==> src/rtl/serial_subtractor.sv <==
// Bit-serial WIDTH-bit subtractor D = A - B - BIN, LSB first, with a start/busy/done handshake.
// Define SERIAL_SUB_OVF_EN to add the signed-overflow output ovf.
module serial_subtractor #(
    parameter int WIDTH = 4
) (
    input  logic             clk,
    input  logic             rst,
    input  logic             start,
    input  logic [WIDTH-1:0] a,
    input  logic [WIDTH-1:0] b,
    input  logic             bin,
    output logic             busy,
    output logic             done,
    output logic [WIDTH-1:0] d,
    output logic             bout
`ifdef SERIAL_SUB_OVF_EN
    ,
    output logic             ovf
`endif
);

    localparam int CW = $clog2(WIDTH);

    typedef enum logic [1:0] {
        IDLE  = 2'd0,
        SHIFT = 2'd1,
        DONE  = 2'd2
    } state_t;

    state_t           state;
    logic [WIDTH-1:0] sa;
    logic [WIDTH-1:0] sb;
    logic [WIDTH-1:0] res;
    logic             br;
    logic [CW-1:0]    cnt;

    logic             diff_bit;
    logic             br_next;
    logic             last_bit;

    // Full-subtractor cell on the current LSBs plus last-cycle detect.
    always_comb begin
        diff_bit = sa[0] ^ sb[0] ^ br;
        br_next  = (~sa[0] & sb[0]) | (~(sa[0] ^ sb[0]) & br);
        last_bit = (cnt == CW'(WIDTH - 1));
    end

    // Sequencer, datapath shift registers and registered outputs.
    always_ff @(posedge clk) begin
        if (rst) begin
            state <= IDLE;
            sa    <= '0;
            sb    <= '0;
            res   <= '0;
            br    <= 1'b0;
            cnt   <= '0;
            busy  <= 1'b0;
            done  <= 1'b0;
            d     <= '0;
            bout  <= 1'b0;
`ifdef SERIAL_SUB_OVF_EN
            ovf   <= 1'b0;
`endif
        end else begin
            case (state)
                IDLE, DONE: begin
                    done <= 1'b0;
                    if (start) begin
                        sa    <= a;
                        sb    <= b;
                        br    <= bin;
                        res   <= '0;
                        cnt   <= '0;
                        busy  <= 1'b1;
                        state <= SHIFT;
                    end else begin
                        busy  <= 1'b0;
                        state <= IDLE;
                    end
                end
                SHIFT: begin
                    sa  <= sa >> 1;
                    sb  <= sb >> 1;
                    br  <= br_next;
                    res <= {diff_bit, res[WIDTH-1:1]};
                    cnt <= cnt + CW'(1);
                    if (last_bit) begin
                        // br here is the borrow into the MSB cell, br_next the borrow out of it.
                        d     <= {diff_bit, res[WIDTH-1:1]};
                        bout  <= br_next;
`ifdef SERIAL_SUB_OVF_EN
                        ovf   <= br ^ br_next;
`endif
                        busy  <= 1'b0;
                        done  <= 1'b1;
                        state <= DONE;
                    end else begin
                        busy  <= 1'b1;
                        done  <= 1'b0;
                        state <= SHIFT;
                    end
                end
                default: begin
                    busy  <= 1'b0;
                    done  <= 1'b0;
                    state <= IDLE;
                end
            endcase
        end
    end

endmodule
==> config.mk <==
export PLATFORM = sky130hd
export DESIGN_NAME = serial_subtractor
export DESIGN_NICKNAME = d
export VERILOG_FILES = /design/src/rtl/serial_subtractor.sv
export SDC_FILE = /design/constraint.sdc
export NUM_CORES = 1
export LEC_CHECK = 0
export BUFFER_PORTS_ARGS = -buffer_cell sky130_fd_sc_hd__buf_2
export CORE_MARGIN = 2
export CORE_UTILIZATION = 55
export CTS_CLUSTER_SIZE = 40
export DETAILED_ROUTE_END_ITERATION = 8
export GPL_TIMING_DRIVEN = 0
export PLACE_DENSITY = 0.84
export SKIP_CTS_REPAIR_TIMING = 1
export SLEW_MARGIN = 20
export SYNTH_ARGS = -nofsm -noshare
export SYNTH_HDL_FRONTEND = slang
export SYNTH_SLANG_ARGS = --single-unit
export TNS_END_PERCENT = 50
==> constraint.sdc <==
create_clock -name clk -period 3.05 [get_ports clk]
set_input_delay 0.1525 -clock clk [delete_from_list [all_inputs] [get_ports clk]]
set_output_delay 0.1525 -clock clk [all_outputs]
set_load 0.005 [all_outputs]
[After elaboration in Yosys (flattened, before gate mapping)]
Index checks and enable logic that the tools add are counted.
Storage, ports and cells
  flip-flop bits (word level): 24
  bits in latches: 0
  bits in writable memories: 0
  memory bits (read-only): 0
  input port bits: 12
  output and inout bits: 7
  word-level logic and storage cells: 46
  memories: 0
Operators by class
  add/subtract/negate cells: 1
  multiply operators: 0
  divide/modulo/power cells: 0
  order comparisons: 0
  equality and inequality tests: 4
  shift-type cells: 0
  muxes and demuxes: 17
  bitwise operators: 8
  reductions and logical operators: 6
Operators with widths (count)
  $pmux W4 S2: 3
  $mux W4: 3
  $pmux W2 S2: 2
  $mux W1: 5
  $eq A2 B2 Y1 const B: 2
  $mux W2: 2
  $pmux W1 S2: 2
  $reduce_and A2 Y1: 2
  $reduce_or A2 Y1: 2
  $not A1 Y1: 3
  $add A2 B1 Y2 const B: 1
  $and A1 B1 Y1: 2
  $eq A2 B1 Y1 const B: 1
  $logic_not A2 Y1: 1
  $ne A2 B2 Y1 const B: 1
  $reduce_bool A2 Y1: 1
  $xor A1 B1 Y1: 2
  $or A1 B1 Y1: 1

[Longest topological paths before layout]
  depth after elaboration: 5
  depth in mapped cells: 5
  depth with buffers taken out: 4

[Worst setup path before layout]
Ideal clock, no wire load.
  path type: register to register
  start point: reg sb[0]
  end point: reg d[3]
  data arrival time: 1.017 ns
  setup slack: 1.963 ns
  stages on the path, launching flop included: 5
  period minus slack after synthesis: 1.087 ns
  cells stage by stage: dfxtp_1 inv_1 fa_1 nand3_1 a21oi_1
Between the ends
  cells in the longest elaborated chain, start to end: 2
Ends and longest elaborated chain
  start: declaration: RTL line 32  | logic [WIDTH-1:0] sb;
  start signal: assignment: RTL line 83  | sb <= sb >> 1;
  $xor A1 B1 Y1 (2 in a row): RTL line 43  | diff_bit = sa[0] ^ sb[0] ^ br;
  via diff_bit: RTL line 37  | logic diff_bit;
  end signal: assignment: RTL line 89  | d <= {diff_bit, res[WIDTH-1:1]};
  end: declaration: RTL line 14  | output logic [WIDTH-1:0] d,
The timed path passes the listed nets, and every way through them passes these cells.
A chain may end at the register's enable or synchronous reset.

[Final worst setup path]
Same ends and word-level chain as after synthesis.

==> impl_results.md <==
- Tmin final: 1.22 ns
- Crit start category: flop
- Commonest non-fill, non-tap cell in the layout: dfxtp_1
- Final worst path period share: 40.1%
- Overall Power: 562 µW
- PwrDens: 526 nW/µm²
- Pleak: 0.433 nW
- CP endpoint kind: flop
- DRC Markers: 0
- GRT Util Overall: 21.7%
- Critical path class: flop to flop
- Worst path cell trace: inv_1 > fa_1 > nand3_1 > a21oi_1
- Worst-skew pair later-pin latency: 0.30 ns
- Ys Warns: 0
- Vias in the first global route: 708
- Critical Path RT: 3.29 ns
- Num CTS Buffers: 3
- Fmax: 817 MHz
- Clock Tree Buf Depth: 2
- Core area: 1540 µm²
- Min-delay src: rst
- Worst relative slew slack: 68.3%
- Hold Path Stages: 2
- Worst slew pin tran: 0.475 ns
- Wire per inst: 13.1 µm
- Detailed Routing Iterations Pass 1: 4
- Final worst clock skew: 0.00336 ns
- Worst r2r dst: d[3]$_SDFFE_PP0P_
- Root Driver: clkbuf_4
- Critical Path Fanout Max: 2
- Clk slew on worst S/H paths: 0.12 ns
- Final #Nets: 137
- Fillers: 131
- Row count: 14
- Die height: 44.9 µm
- R2R depth: 4
- Cell Area, Placed: 1030 µm²
- First-pass GRT wire length: 3150 µm
- Layout Area Growth over Synthesis: 15.9%
- Max-Cap Viols: 0
- Io pins: 19
- Setup_tns: 0 ns
- Die X: 44.9 µm
- Register Area: 440 µm²
- CTS Sinks: 22
- H-tree levels: 1
- Delay-heaviest family, CP: adder cells
- Final setup viols: 0
- Finished Cell Area: 1070 µm²
- Max IR drop VDD: 0.000301 V
- Initial Utilization: 59.7%
- R2r setup slk: 1.83 ns
- Status: complete, no violations
- Avg Inst Size Synth: 9.21 µm²
- Initial antenna violation count: 0
- CP max-delay cell: fa_1
- Gpl congestion: 0.822
- Largest net degree at the start of global routing: 13
- I/O Buffers: 18
- ANT nets after route: 0
- Fin. Hold Viols: 0
- CTS tree: yes
- Multi-input logic area: 374 µm²
- Hold Crit Class: input port to flop
- Register area share after synthesis: 47.8%
- Overflow after GRT: 0
- Worst path bufs/invs: 1
- Synthesized instance count: 100
- Seq cells post-synth: 22
- Final Max Slew Viols: 0
- Full die area: 2020 µm²
- Vias/cell: 5.54
- RSZ-0062 raised after global routing: no
- 1st-iter DRT viols: 12
- Final core utilization: 69.2%
- Most frequent cells in the layout: dfxtp_1, buf_2, a21oi_1, nand3_1
- ANT cells: 0
- Post-route worst setup slack: 1.83 ns
- Detailed-route wire length: 1810 µm
- Layout cells sized above 1: 25.4%
- Net Count, Synth: 114
- Worst path arrival time: 1.47 ns
- Critical Path Max Stage Delay: 0.56 ns
- Hold Path End: sb[0]$_SDFFE_PP0P_
- Worst r2r src: sb[0]$_SDFFE_PP0P_
- Yosys cell types: 22
- Post-DP HPWL: 1290 µm
- Setup WS pre-CTS: 1.86 ns
- Vias: 764
- Area of the mapped netlist: 921 µm²
## Yosys cell counts, drive strengths merged
cell,number,share of area [%]
nand3,12,6.5
inv,2,0.82
a21oi,13,7.1
fa,1,2.2
nand2,10,4.1
nor2b,1,0.68
dfxtp,22,48
nor3,10,5.4
ha,1,1.4
nand2b,3,2.0
a2bb2oi,1,0.95
nor2,3,1.2
o22ai,6,4.1
clkbuf,2,0.82
and2b,1,0.82
a311oi,2,2.6
o21a,1,0.82
nand3b,1,0.82
buf,8,9.9
## stage by stage
stage,instances,hold slack [ns]
finish,138,0.0341
global route,138,0.0279
CTS,138,0.0303
detailed placement,134,0.366
global placement,134,0.360
floorplan,100,0.220
## state kept, by name (all words and copies together), names as in the netlist
register,flops
res,3
state,2
cnt,2
sa,4
d,4
bout,1
sb,4
br,1
done,1
## power breakdown
part	switching, mW	internal, mW	total [mW]	leakage, nW
combinational	0.0469	0.0447	0.0915	0.233
clock	0.0858	0.0729	0.159	0.0210
sequential	0.00903	0.302	0.311	0.180
total	0.142	0.420	0.562	0.433
## how the worst max path moves through the flow
| stage | slack, ns | endpoint | from | cells after the start |
|---|---|---|---|---|
| 2_1_floorplan | 1.96 | d[3]$_SDFFE_PP0P_ | sb[0]$_SDFFE_PP0P_ | 4 |
| 3_3_place_gp | 1.87 | d[3]$_SDFFE_PP0P_ | sb[0]$_SDFFE_PP0P_ | 4 |
| 3_5_place_dp | 1.86 | d[3]$_SDFFE_PP0P_ | sb[0]$_SDFFE_PP0P_ | 4 |
| 4_1_cts | 1.82 | d[3]$_SDFFE_PP0P_ | sb[0]$_SDFFE_PP0P_ | 4 |
| 5_1_grt | 1.73 | d[1]$_SDFFE_PP0P_ | cnt[0]$_SDFFE_PP0P_ | 5 |
| 6_report | 1.83 | d[3]$_SDFFE_PP0P_ | sb[0]$_SDFFE_PP0P_ | 4 |
## area by class of cell
type / count / area share (%)
flip-flops and latches: 22 / 41.3
plain buffers: 10 / 9.26
multi-input cells: 66 / 35.1
repair buffers: 18 / 8.44
clock buffers: 4 / 3.40
well taps: 16 / 1.88
inverters: 2 / 0.703
## cell families (layout without fill, tap and decap cells)
family | count (synthesis) | count (layout) | synth area share, %
buffers and inverters | 12 | 34 | 11.5
AO/OA/AOI/OAI | 23 | 23 | 15.5
flip-flops | 22 | 22 | 47.8
adder cells (fa/ha/maj) | 2 | 2 | 3.53
AND/OR/NAND/NOR | 41 | 41 | 21.6
## per-layer routing
metal | vias to the layer above | routed length [µm] | GRT usage, %
li1 | 391 | - | -
met1 | 348 | 777 | 28.5
met2 | 21 | 892 | 34.6
met3 | 4 | 97 | 2.40
met4 | 0 | 42 | 12.4
met5 | - | 0 | 0
Power figures use the tool's default switching activity.
